**src/rtl/change_dispense_sequencer_if.sv**
```systemverilog
// Handshake bundle between the vending controller, the change sequencer and the coin hopper.
// The master modport is the controller/hopper side; the slave modport is the sequencer.
interface change_dispense_sequencer_if #(
    parameter int NUM_COINS  = 3,
    parameter int TOTAL_BITS = 31
);
    logic                  i_start;
    logic [TOTAL_BITS-1:0] i_amount;
    logic [NUM_COINS-1:0]  i_coin_empty;
    logic                  i_coin_ack;
    logic                  o_coin_valid;
    logic [NUM_COINS-1:0]  o_coin_sel;
    logic                  o_busy;
    logic                  o_done;
    logic                  o_short;
    logic                  o_fault;
    logic [TOTAL_BITS-1:0] o_remaining;

    modport master (
        output i_start, i_amount, i_coin_empty, i_coin_ack,
        input  o_coin_valid, o_coin_sel, o_busy, o_done, o_short, o_fault, o_remaining
    );

    modport slave (
        input  i_start, i_amount, i_coin_empty, i_coin_ack,
        output o_coin_valid, o_coin_sel, o_busy, o_done, o_short, o_fault, o_remaining
    );
endinterface

```
**src/rtl/change_dispense_sequencer.sv**
```systemverilog
// Greedy change dispenser: pays an amount back one coin per hopper handshake,
// largest non-empty denomination first, with an inter-coin gap and an ack timeout.
module change_dispense_sequencer #(
    parameter int NUM_COINS   = 3,
    parameter int TOTAL_BITS  = 31,
    parameter int COIN_VAL0   = 100,
    parameter int COIN_VAL1   = 500,
    parameter int COIN_VAL2   = 1000,
    parameter int GAP_CYCLES  = 2,
    parameter int ACK_TIMEOUT = 16
) (
    input  logic clk,
    input  logic reset,
    change_dispense_sequencer_if.slave bus
);
    localparam logic [2:0] S_IDLE     = 3'd0;
    localparam logic [2:0] S_SELECT   = 3'd1;
    localparam logic [2:0] S_DISPENSE = 3'd2;
    localparam logic [2:0] S_GAP      = 3'd3;
    localparam logic [2:0] S_DONE     = 3'd4;

    localparam int CNT_MAX = (ACK_TIMEOUT > GAP_CYCLES) ? ACK_TIMEOUT : GAP_CYCLES;
    localparam int CNT_W   = $clog2(CNT_MAX + 2);

    // A zero value marks an index with no denomination; such slots are never eligible.
    function automatic logic [TOTAL_BITS-1:0] coin_val(input int k);
        case (k)
            0:       coin_val = TOTAL_BITS'(COIN_VAL0);
            1:       coin_val = TOTAL_BITS'(COIN_VAL1);
            2:       coin_val = TOTAL_BITS'(COIN_VAL2);
            default: coin_val = '0;
        endcase
    endfunction

    logic [2:0]            state;
    logic [CNT_W-1:0]      cnt;
    logic                  coin_valid;
    logic [NUM_COINS-1:0]  coin_sel;
    logic                  short_q;
    logic                  fault_q;
    logic [TOTAL_BITS-1:0] remaining;

    logic [NUM_COINS-1:0]  eligible;
    logic                  pick_found;
    logic [NUM_COINS-1:0]  pick_sel;
    logic [TOTAL_BITS-1:0] ack_val;

    for (genvar k = 0; k < NUM_COINS; k++) begin : g_elig
        assign eligible[k] = (coin_val(k) != '0) && (coin_val(k) <= remaining)
                             && !bus.i_coin_empty[k];
    end

    // Later (larger) indices overwrite earlier ones, so the highest eligible coin wins.
    always_comb begin
        pick_found = 1'b0;
        pick_sel   = '0;
        for (int k = 0; k < NUM_COINS; k++) begin
            if (eligible[k]) begin
                pick_found  = 1'b1;
                pick_sel    = '0;
                pick_sel[k] = 1'b1;
            end
        end
    end

    always_comb begin
        ack_val = '0;
        for (int k = 0; k < NUM_COINS; k++) begin
            if (coin_sel[k]) ack_val = ack_val | coin_val(k);
        end
    end

    always_ff @(posedge clk) begin
        if (reset) begin
            state      <= S_IDLE;
            cnt        <= '0;
            coin_valid <= 1'b0;
            coin_sel   <= '0;
            short_q    <= 1'b0;
            fault_q    <= 1'b0;
            remaining  <= '0;
        end else begin
            case (state)
                S_IDLE: begin
                    if (bus.i_start) begin
                        remaining <= bus.i_amount;
                        short_q   <= 1'b0;
                        fault_q   <= 1'b0;
                        state     <= S_SELECT;
                    end
                end
                S_SELECT: begin
                    cnt <= '0;
                    if (pick_found) begin
                        coin_sel   <= pick_sel;
                        coin_valid <= 1'b1;
                        state      <= S_DISPENSE;
                    end else begin
                        short_q <= (remaining != '0);
                        state   <= S_DONE;
                    end
                end
                S_DISPENSE: begin
                    if (bus.i_coin_ack) begin
                        remaining  <= remaining - ack_val;
                        coin_valid <= 1'b0;
                        coin_sel   <= '0;
                        cnt        <= '0;
                        state      <= (GAP_CYCLES == 0) ? S_SELECT : S_GAP;
                    end else if (cnt == CNT_W'(ACK_TIMEOUT - 1)) begin
                        coin_valid <= 1'b0;
                        coin_sel   <= '0;
                        fault_q    <= 1'b1;
                        state      <= S_DONE;
                    end else begin
                        cnt <= cnt + 1'b1;
                    end
                end
                S_GAP: begin
                    if (cnt == CNT_W'(GAP_CYCLES - 1)) begin
                        cnt   <= '0;
                        state <= S_SELECT;
                    end else begin
                        cnt <= cnt + 1'b1;
                    end
                end
                S_DONE:  state <= S_IDLE;
                default: state <= S_IDLE;
            endcase
        end
    end

    assign bus.o_coin_valid = coin_valid;
    assign bus.o_coin_sel   = coin_sel;
    assign bus.o_busy       = (state != S_IDLE);
    assign bus.o_done       = (state == S_DONE);
    assign bus.o_short      = short_q;
    assign bus.o_fault      = fault_q;
    assign bus.o_remaining  = remaining;
endmodule

```
**src/flat_wrapper.sv**
```systemverilog
// flat-port wrapper written by rule: the top's interface ports become plain ports
module change_dispense_sequencer_flat 
#(
    parameter int NUM_COINS   = 3,
    parameter int TOTAL_BITS  = 31,
    parameter int COIN_VAL0   = 100,
    parameter int COIN_VAL1   = 500,
    parameter int COIN_VAL2   = 1000,
    parameter int GAP_CYCLES  = 2,
    parameter int ACK_TIMEOUT = 16
)
  (clk, reset, bus_i_start, bus_i_amount, bus_i_coin_empty, bus_i_coin_ack, bus_o_coin_valid, bus_o_coin_sel, bus_o_busy, bus_o_done, bus_o_short, bus_o_fault, bus_o_remaining);
  change_dispense_sequencer_if #(.NUM_COINS(NUM_COINS), .TOTAL_BITS(TOTAL_BITS)) bus_i ();
  input  logic clk;
  input  logic reset;
  input wire logic [$bits(bus_i.i_start)-1:0] bus_i_start;
  input wire logic [$bits(bus_i.i_amount)-1:0] bus_i_amount;
  input wire logic [$bits(bus_i.i_coin_empty)-1:0] bus_i_coin_empty;
  input wire logic [$bits(bus_i.i_coin_ack)-1:0] bus_i_coin_ack;
  output wire logic [$bits(bus_i.o_coin_valid)-1:0] bus_o_coin_valid;
  output wire logic [$bits(bus_i.o_coin_sel)-1:0] bus_o_coin_sel;
  output wire logic [$bits(bus_i.o_busy)-1:0] bus_o_busy;
  output wire logic [$bits(bus_i.o_done)-1:0] bus_o_done;
  output wire logic [$bits(bus_i.o_short)-1:0] bus_o_short;
  output wire logic [$bits(bus_i.o_fault)-1:0] bus_o_fault;
  output wire logic [$bits(bus_i.o_remaining)-1:0] bus_o_remaining;
  assign bus_i.i_start = bus_i_start;
  assign bus_i.i_amount = bus_i_amount;
  assign bus_i.i_coin_empty = bus_i_coin_empty;
  assign bus_i.i_coin_ack = bus_i_coin_ack;
  assign bus_o_coin_valid = bus_i.o_coin_valid;
  assign bus_o_coin_sel = bus_i.o_coin_sel;
  assign bus_o_busy = bus_i.o_busy;
  assign bus_o_done = bus_i.o_done;
  assign bus_o_short = bus_i.o_short;
  assign bus_o_fault = bus_i.o_fault;
  assign bus_o_remaining = bus_i.o_remaining;
  change_dispense_sequencer #(.NUM_COINS(NUM_COINS), .TOTAL_BITS(TOTAL_BITS), .COIN_VAL0(COIN_VAL0), .COIN_VAL1(COIN_VAL1), .COIN_VAL2(COIN_VAL2), .GAP_CYCLES(GAP_CYCLES), .ACK_TIMEOUT(ACK_TIMEOUT)) u_core (.clk(clk), .reset(reset), .bus(bus_i));
endmodule
```
**config.mk**
```make
export PLATFORM = sky130hd
export DESIGN_NAME = change_dispense_sequencer_flat
export DESIGN_NICKNAME = d
export VERILOG_FILES = /design/src/rtl/change_dispense_sequencer_if.sv /design/src/rtl/change_dispense_sequencer.sv /design/src/flat_wrapper.sv
export SDC_FILE = /design/constraint.sdc
export NUM_CORES = 1
export LEC_CHECK = 0
export BUFFER_PORTS_ARGS = -buffer_cell sky130_fd_sc_hd__buf_2
export CAP_MARGIN = 20
export CORE_AREA = 2 2 64 96
export CTS_BUF_LIST = sky130_fd_sc_hd__clkbuf_8
export CTS_CLUSTER_DIAMETER = 80
export CTS_CLUSTER_SIZE = 20
export DETAILED_ROUTE_END_ITERATION = 8
export DIE_AREA = 0 0 66 98
export PLACE_DENSITY = 0.81
export SLEW_MARGIN = 10
export SYNTH_ARGS = -nofsm -noshare
export SYNTH_HDL_FRONTEND = slang
export SYNTH_SLANG_ARGS = --single-unit
```
**constraint.sdc**
```tcl
create_clock -name clk -period 6 [get_ports clk]
set_clock_uncertainty 0.15 [all_clocks]
set_input_delay 0.3 -clock clk [delete_from_list [all_inputs] [get_ports clk]]
set_output_delay 0.3 -clock clk [all_outputs]
set_load 0.005 [all_outputs]
```
# Yosys cells after proc, flatten, opt, wreduce, memory -nomap -nowiden
# Index checks and enable logic that the tools add are counted.
# op_classes
addsub	2
n_mul	0
div_mod_pow	0
order_cmp	3
n_eq_ne	15
n_shift	0
n_mux	38
bitwise	2
n_reduce_logical	19
# ops
cell	count
$mux 31	6
$pmux 31 s2	1
$le 10x31->1 const A	1
$le 7x31->1 const A	1
$le 9x31->1 const A	1
$or 31x31->31	1
$or 7x31->31	1
$reduce_bool 31->1	1
$sub 31x31->31	1
$mux 3	10
$mux 5	3
$pmux 5 s3	1
$pmux 3 s4	1
$reduce_and 3->1	4
$mux 1	11
$ne 2x2->1 const B	4
$mux 7	1
$eq 3x2->1 const B	2
$ne 2x1->1 const B	3
$pmux 1 s2	3
$pmux 3 s2	1
$reduce_bool 2->1	3
$reduce_bool 3->1	2
$add 5x1->5 const B	1
other kinds (11)	15
# word_totals
register_bits	45
latchBits	0
ramBits	0
mem_bits_ro	0
input_bits	38
out_inout_bits	39
wordCells	86
mem_count	0

# Depth between registers and ports, before layout
# Gate-level depths: netlist of the first run.
# depth
ltp_word	8
depth_mapped	12
mapped_depth_nobuf	11

# Worst setup path before layout of the first run
# Ideal clock, no wire load.
# synth_path
path_kind	register -> register
start	register u_core.coin_sel[0] (netlist: u_core.bus.o_coin_sel[0])
end	register u_core.remaining[24] (netlist: u_core.bus.o_remaining[24])
setup_ps	132
arrival_time_ps	2511
t_required_ps	5718
setup_slack_ps	3207
stages_incl_launch_ff	13
n_path_buf	1
period_less_slack_ps	2793
cell_sequence	dfxtp_1 -> or2_2 -> ha_1 -> fa_1 -> nor2b_1 -> o21a_1 -> o21ai_0 -> a21oi_1 -> o21a_1 -> buf_2 -> nor2_1 -> a221oi_1 -> a21oi_1
# synth_via
elab_chain_cells	8
# synth_lines
item	line_no	text
start, declared	change_dispense_sequencer.sv:38	logic [NUM_COINS-1:0] coin_sel;
start signal, assigned	change_dispense_sequencer.sv:95	coin_sel <= pick_sel;
$mux 7 (*)	change_dispense_sequencer.sv:69	if (coin_sel[k]) ack_val = ack_val | coin_val(k);
$or 7x31->31	change_dispense_sequencer.sv:69	
$mux 31 (*)	change_dispense_sequencer.sv:69	
$or 31x31->31	change_dispense_sequencer.sv:69	
$mux 31 (*)	change_dispense_sequencer.sv:69	
$sub 31x31->31 (*)	change_dispense_sequencer.sv:105	remaining <= remaining - ack_val;
$mux 31 (*)	change_dispense_sequencer.sv:104	if (bus.i_coin_ack) begin
$pmux 31 s2 (*)	change_dispense_sequencer.sv:83	case (state)
end signal, assigned	change_dispense_sequencer.sv:86	remaining <= bus.i_amount;
end signal, assigned	change_dispense_sequencer.sv:105	
end, declared	change_dispense_sequencer.sv:41	logic [TOTAL_BITS-1:0] remaining;
# Mark *: on every way between the ends. The rest lies on a longest branch, timed or not. The select of a mux whose other input is x is not followed.
# A chain may end at the register's enable or synchronous reset.

# Worst setup path in the final report of the first run
# layout_path
start	register u_core.state[1]
end	register u_core.remaining[30] (netlist: u_core.bus.o_remaining[30])
# layout_via
elab_chain_cells	3
elab_cells_between_ends	7
classes_between	eq/ne: 3; mux: 1; reduce/logical: 3
# layout_lines
item	line_no	text
start, declared	change_dispense_sequencer.sv:35	logic [2:0] state;
start signal, assigned	change_dispense_sequencer.sv:109	state <= (GAP_CYCLES == 0) ? S_SELECT : S_GAP;
$eq 3x2->1 or $logic_not 3->1 (tied branches)	change_dispense_sequencer.sv:83	
$ne 2x2->1 (no line) or $reduce_bool 2->1 (tied branches)	n/a	
$reduce_and 3->1 (no line)	n/a	
# Several ways; a longest one is shown, not always the timed one.

==> key figures, run 1 <==
Outcome
  – Status: completed

Critical path
  – Worst Path Required: 6.00 ns
  – Critical path type: reg2reg
  – CP endpoint kind: flop
  – Slowest stage cell, crit path: nor2_1
  – Crit path DAT: 3.52 ns
  – Worst path max stage delay: 0.89 ns
  – Worst path bufs/invs: 0
  – Critical Path Start Type: flop
  – Reg2Reg Launch Point: u_core.state[1]$_SDFFE_PP0P_
  – Critical Path Start: u_core.state[1]$_SDFFE_PP0P_
  – Largest delay contributor family on the critical path: simple AND/OR/NAND/NOR gates
  – Flop-to-flop setup slack: 2.48 ns
  – Crit path top cell by count: nand2_1
  – Cell Chain, Critical Path: nand2b_1, nor2_1, nand2_1, nand2_1, nand4_1, or3_1, o211ai_1, a211oi_1
  – Worst-path maximum fanout: 17

Detailed routing
  – Via count: 3404
  – Detailed Routing Iterations Pass 1: 5
  – Antenna Violating Nets Remaining: 0
  – Initial DRC count: 363
  – Residual DRC: 0
  – WL per Instance: 17.3 um
  – Vias per cell: 6.46
  – Wirelength, routed: 9.13 mm

Floorplan
  – Die Y: 98 um
  – Initial core utilization: 53.1%
  – Floorplan core area: 0.00570 sq mm
  – Die area: 0.00647 sq mm
  – I/O pin cnt: 77
  – Row count: 34
  – Die Width: 66 um

Run
  – Max Cap Violations: 0

Placement
  – Post-detail-place hpwl: 6.67 mm
  – Routability Congestion: 0.956
  – # port buffers: 76
  – Placed cells: 520

Power and ir drop
  – Pleak: 1.43 nW
  – Max VDD drop: 0.232 mV
  – P per Cell Area: 509 mW/mm^2

Timing
  – Rel. slew slack: 23.7%
  – Setup TNS: 0 ns
  – RSZ-0062 raised after global routing: no
  – Highest clock rate: 284 MHz
  – Tmin final: 3.52 ns
  – Hold Vio Cnt, Final: 0
  – Max Slew Vio Count: 0
  – Slew @ Worst Pin: 1.14 ns
  – Final Cycle Share: 58.6%
  – Final Setup Violations: 0

Synth
  – Synth Flop Type: dfxtp_1
  – Post-synth ARST share: 0%
  – Distinct cells, synth: 64
  – Syn Nets: 444
  – Cell Area, Synth: 0.00303 sq mm
  – Gate Count Post-Synth: 396
  – Post-synthesis sequential area ratio: 29.8%
  – Syn. warnings: 0
  – Mean post-synth cell area: 7.64 sq um
  – Yosys reg bits: 45
  – Number of enable flip-flop cells after synthesis: 0

Finish
  – Most frequent cells in the layout: buf_2 (76), nor2_1 (46), dfxtp_1 (45)
  – Layout net count: 503
  – Commonest non-fill, non-tap cell in the layout: buf_2
  – Layout cells sized above 1: 23.1%
  – P&R area growth vs syn: 15.9%
  – N_diodes: 0
  – Final cell count without fillers: 527

GRT
  – First-pass GRT wire length: 15.0 mm
  – Overflow after GRT: 0
  – Largest net degree at the start of global routing: 56
  – Antenna violations before repair: 0
  – Vias in the first global route: 3184
  – Overall Global Routing Usage: 29.1%

Hold path
  – HP Start: bus_i_amount[1]
  – Hold Crit Class: in2reg

Clocking
  – Later-pin clock latency in the skew report: 0.31 ns
  – CTS tree: done
  – CTS-repair resized insts: 0
  – CTS Hold Bufs: 0
  – Post-CTS Setup Inserts: 0
  – H-tree depth: 2
  – Clk root buf: clkbuf_8
  – Clock tree buffer depth: 2
  – Clock slew at reported path FFs: 0.09 ns
  – Clock sink count: 45
  – Total CTS buffers: 5
worst register-to-register path, stage by stage (launching register included):
cell and delay [ns]:
dfxtp_1 0.49, nand2b_1 0.19, nor2_1 0.89, nand2_1 0.38
nand2_1 0.58, nand4_1 0.15, or3_1 0.33, o211ai_1 0.11
a211oi_1 0.10
per-stage QoR:
step | utilization (%) | instance area (sq um) | setup slack (ns) | hold WS (ns) | power (mW)
after detailed placement | 59.7 | 3400 | 2.68 | 0.317 | 1.54
after global routing | 61.5 | 3510 | 2.25 | 0.0890 | 1.93
final | 61.5 | 3510 | 2.48 | 0.0802 | 1.78
after CTS | 61.5 | 3510 | 2.65 | 0.0845 | 1.77
after global placement | 59.7 | 3400 | 2.83 | 0.309 | 1.52
after floorplan | - | 3030 | 3.21 | 0.286 | 1.27
flip-flops by register name, summed over array words and instances, names as in the netlist:
register and flops:
u_core.bus.o_coin_valid 1, u_core.state 3, u_core.bus.o_coin_sel 3, u_core.cnt 5, u_core.bus.o_fault 1, u_core.bus.o_remaining 31, u_core.bus.o_short 1
cells by family (layout without fill, tap and decap cells):
| group | after synthesis | in the layout | share of synthesized area, % |
|---|---|---|---|
| simple gates | 179 | 179 | 32.4 |
| compound gates | 112 | 112 | 24.7 |
| flops | 45 | 45 | 29.8 |
| buf+inv | 39 | 98 | 5.29 |
| fa+ha+maj | 10 | 10 | 4.38 |
| mux | 6 | 6 | 1.99 |
| xor+xnor | 5 | 5 | 1.45 |
metal layers:
layer | track usage, % | part of all wire [%] | vias up
met5 | 0 | 0 | -
met4 | 13.5 | 3.8 | 0
met3 | 4.15 | 7.2 | 33
met2 | 49.0 | 50 | 160
met1 | 36.1 | 39 | 1619
li1 | - | - | 1592
final cells by class:
type	instances	area, sq um
flip-flops and latches	45	901
repair buffers	78	395
multi-input cells	312	1970
clock inverters	2	35.0
clock buffers	5	68.8
fillers	549	2190
inverters	13	48.8
well taps	72	90.1
cells in the mapped netlist, drive strengths merged, types with 6 or more instances:
library cell,instances,share of area (%)
nor3,29,5.2
inv,13,1.6
or3,7,1.6
a211oi,9,2.2
ha,9,3.7
o21ai,21,3.5
nor4,16,4.5
a31oi,6,1.2
mux2i,6,2.0
nor2,46,5.7
clkbuf,19,2.4
a21oi,32,5.3
nand2,34,4.4
dfxtp,45,30
buf,7,1.3
final timing paths:
| path | endpoint | depth (start not counted) |
|---|---|---|
| worst max-delay path | u_core.bus.o_remaining[30]$_SDFFE_PP0P_ | 8 |
| worst min-delay path | u_core.bus.o_remaining[1]$_SDFFE_PP0P_ | 3 |
| worst max register to register | u_core.bus.o_remaining[30]$_SDFFE_PP0P_ | 8 |
| worst min register to register | u_core.bus.o_remaining[1]$_SDFFE_PP0P_ | 2 |
power breakdown:
| group | leakage [nW] | internal [mW] | switching, mW |
|---|---|---|---|
| Clock | 0.0540 | 0.121 | 0.109 |
| Combinational | 1.01 | 0.402 | 0.648 |
| Sequential | 0.369 | 0.374 | 0.130 |
| Total | 1.43 | 0.897 | 0.888 |
No activity file was read; power rests on OpenSTA's default activity.
==> run 2, diff against run 1 <==
--- a/config.mk
+++ b/config.mk
@@ -7,13 +7,13 @@
 export LEC_CHECK = 0
 export BUFFER_PORTS_ARGS = -buffer_cell sky130_fd_sc_hd__buf_2
 export CAP_MARGIN = 20
-export CORE_AREA = 2 2 64 96
+export CORE_AREA = 2 2 67 101
 export CTS_BUF_LIST = sky130_fd_sc_hd__clkbuf_8
 export CTS_CLUSTER_DIAMETER = 80
 export CTS_CLUSTER_SIZE = 20
 export DETAILED_ROUTE_END_ITERATION = 8
-export DIE_AREA = 0 0 66 98
-export PLACE_DENSITY = 0.81
+export DIE_AREA = 0 0 69 103
+export PLACE_DENSITY = 0.77
 export SLEW_MARGIN = 10
 export SYNTH_ARGS = -nofsm -noshare
 export SYNTH_HDL_FRONTEND = slang
==> constraint.sdc (replaced) <==
create_clock -name clk -period 3 [get_ports clk]
set_clock_uncertainty 0.15 [all_clocks]
set_input_delay 0.15 -clock clk [delete_from_list [all_inputs] [get_ports clk]]
set_output_delay 0.15 -clock clk [all_outputs]
set_load 0.005 [all_outputs]
==> key figures, run 2 (same netlist as run 1, synthesis figures left out) <==
Placement
  – Placed cells: 546
  – # port buffers: 76
  – Routability Congestion: 0.938
  – Setup WS pre-CTS: -0.0373 ns
  – Post-detail-place hpwl: 7.05 mm
  – Area after DPL: 0.00357 sq mm

GRT
  – Antenna violations before repair: 0
  – Largest net degree at the start of global routing: 56
  – Overall Global Routing Usage: 27.0%
  – First-pass GRT wire length: 15.5 mm
  – Vias in the first global route: 3299
  – Overflow after GRT: 0

Critical path
  – Worst Path Required: 3.05 ns
  – Crit path DAT: 2.88 ns
  – Critical path type: reg2reg
  – Worst-path maximum fanout: 6
  – Critical Path Start: u_core.bus.o_coin_sel[1]$_SDFFE_PP0P_
  – RR Endpoint: u_core.bus.o_remaining[22]$_SDFFE_PP0P_
  – Reg2Reg Launch Point: u_core.bus.o_coin_sel[1]$_SDFFE_PP0P_
  – Worst path max stage delay: 0.37 ns
  – Worst Setup EP: u_core.bus.o_remaining[22]$_SDFFE_PP0P_
  – Cell Chain, Critical Path: or2_2, ha_1, fa_2, nor2b_2, o21a_1, o21ai_0, a21oi_2, o21ai_1, nand2_1, buf_4, nor4_1, nor4_1
  – Critical Path Start Type: flop
  – Reg2reg path depth: 12
  – CP endpoint kind: flop
  – Crit path top cell by count: nor4_1
  – Slowest stage cell, crit path: fa_2
  – Flop-to-flop setup slack: 0.17 ns

Detailed routing
  – Antenna Violating Nets Remaining: 0
  – Residual DRC: 1
  – Detailed Routing Iterations Pass 1: 7
  – Wirelength, routed: 9.84 mm
  – Via count: 3506
  – WL per Instance: 17.4 um
  – Vias per cell: 6.21
  – Initial DRC count: 289

Finish
  – Largest register FFs: 31
  – Layout net count: 536
  – Final cell count without fillers: 565
  – Commonest non-fill, non-tap cell in the layout: buf_2
  – Layout cells sized above 1: 28.2%
  – Final Instance Area: 0.00379 sq mm
  – Util after Layout: 60.1%
  – Most frequent cells in the layout: buf_2 (76), nor2_1 (46), dfxtp_1 (43)
  – N_diodes: 0
  – P&R area growth vs syn: 25.2%

Clocking
  – Later-pin clock latency in the skew report: 0.30 ns
  – Clk root buf: clkbuf_8
  – Clock slew at reported path FFs: 0.09 ns
  – Total CTS buffers: 5
  – H-tree depth: 2
  – Clock sink count: 45
  – CTS tree: done
  – Clock tree buffer depth: 2

Power and ir drop
  – P per Cell Area: 1020 mW/mm^2
  – Design Power: 3.88 mW
  – Max VDD drop: 0.473 mV
  – Pleak: 1.58 nW

Hold path
  – Hold Crit Class: in2reg

Floorplan
  – Die Width: 69 um
  – I/O pin cnt: 77
  – Die area: 0.00711 sq mm
  – Row count: 36
  – Initial core utilization: 48.0%
  – Floorplan core area: 0.00631 sq mm
  – Die Y: 103 um

Timing
  – Highest clock rate: 353 MHz
  – Tmin final: 2.83 ns
  – Final Cycle Share: 94.5%
  – Max Slew Vio Count: 0
  – Hold Vio Cnt, Final: 0
  – Slew @ Worst Pin: 0.996 ns
  – Rel. slew slack: 33.6%
  – Setup TNS: 0 ns
  – Hold Slack: 0.00887 ns
  – Final Setup Violations: 0
  – Crit path setup slack, layout: 0.166 ns

Outcome
  – Status: finished, violations left
  – Failing checks: DRC

Run
  – Max Cap Violations: 0
-- run 2: changes by cell type in the layout (fill, tap and decap cells not counted), moves of 2 or more --
cell / delta
buf_4: +24
dlygate4sd3_1: +8
a21oi_1: -2
a21oi_2: +2
dfxtp_1: -2
dfxtp_2: +2
-- run 2: worst min-delay path by stage --
| stage | to | cells after the start | from | slack, ns |
|---|---|---|---|---|
| 2_1_floorplan | u_core.bus.o_remaining[1]$_SDFFE_PP0P_ | 2 | bus_i_amount[1] | 0.14 |
| 3_3_place_gp | u_core.bus.o_remaining[1]$_SDFFE_PP0P_ | 3 | bus_i_amount[1] | 0.24 |
| 3_5_place_dp | u_core.bus.o_remaining[1]$_SDFFE_PP0P_ | 3 | bus_i_amount[1] | 0.26 |
| 4_1_cts | u_core.bus.o_remaining[4]$_SDFFE_PP0P_ | 3 | bus_i_amount[4] | 0.007 |
| 5_1_grt | u_core.bus.o_coin_sel[2]$_SDFFE_PP0P_ | 3 | bus_i_coin_empty[2] | 0.01 |
| 6_report | u_core.bus.o_remaining[29]$_SDFFE_PP0P_ | 3 | bus_i_amount[29] | 0.009 |
-- run 2: power breakdown --
| group | switching (mW) | total (mW) | internal [mW] |
|---|---|---|---|
| sequential | 0.220 | 0.969 | 0.749 |
| combinational | 1.47 | 2.53 | 1.06 |
| clock | 0.218 | 0.376 | 0.159 |
-- run 2: routing by layer --
metal	wire length [um]	up-vias	part of all wire [%]	GRT usage, %
li1	-	1661	-	-
met1	3790	1641	39	30.3
met2	5010	168	51	50.1
met3	585	36	5.9	3.32
met4	445	0	4.5	13.9
met5	0	-	0	0
-- run 2: worst max-delay path: cells and delay by family, from the launching register on --
kind,cells,cell delay (ns)
DFF,1,0.35
buffers and inverters,1,0.13
and+or+nand+nor,5,0.89
adders and majority gates,2,0.58
AOI/OAI and AO/OA,4,0.63
-- run 2: what timing repair did --
action | in CTS | in global routing
endpoints found under the hold margin | 8 | 0
resized for setup | 1 | 9
setup buffers | 0 | 2
cloned | 0 | 1
hold buffers | 8 | 0
setup endpoints to repair | 3 | 12
pin swaps | 0 | 3
-- run 2: layout make-up --
| type | instances | area (sq um) |
|---|---|---|
| Multi-Input combinational cell | 313 | 2000 |
| Clock inverter | 3 | 13.8 |
| Tap cell | 76 | 95.1 |
| Inverter | 13 | 48.8 |
| Sequential cell | 45 | 903 |
| Clock buffer | 5 | 68.8 |
| Timing Repair Buffer | 110 | 656 |
| Fill cell | 585 | 2520 |
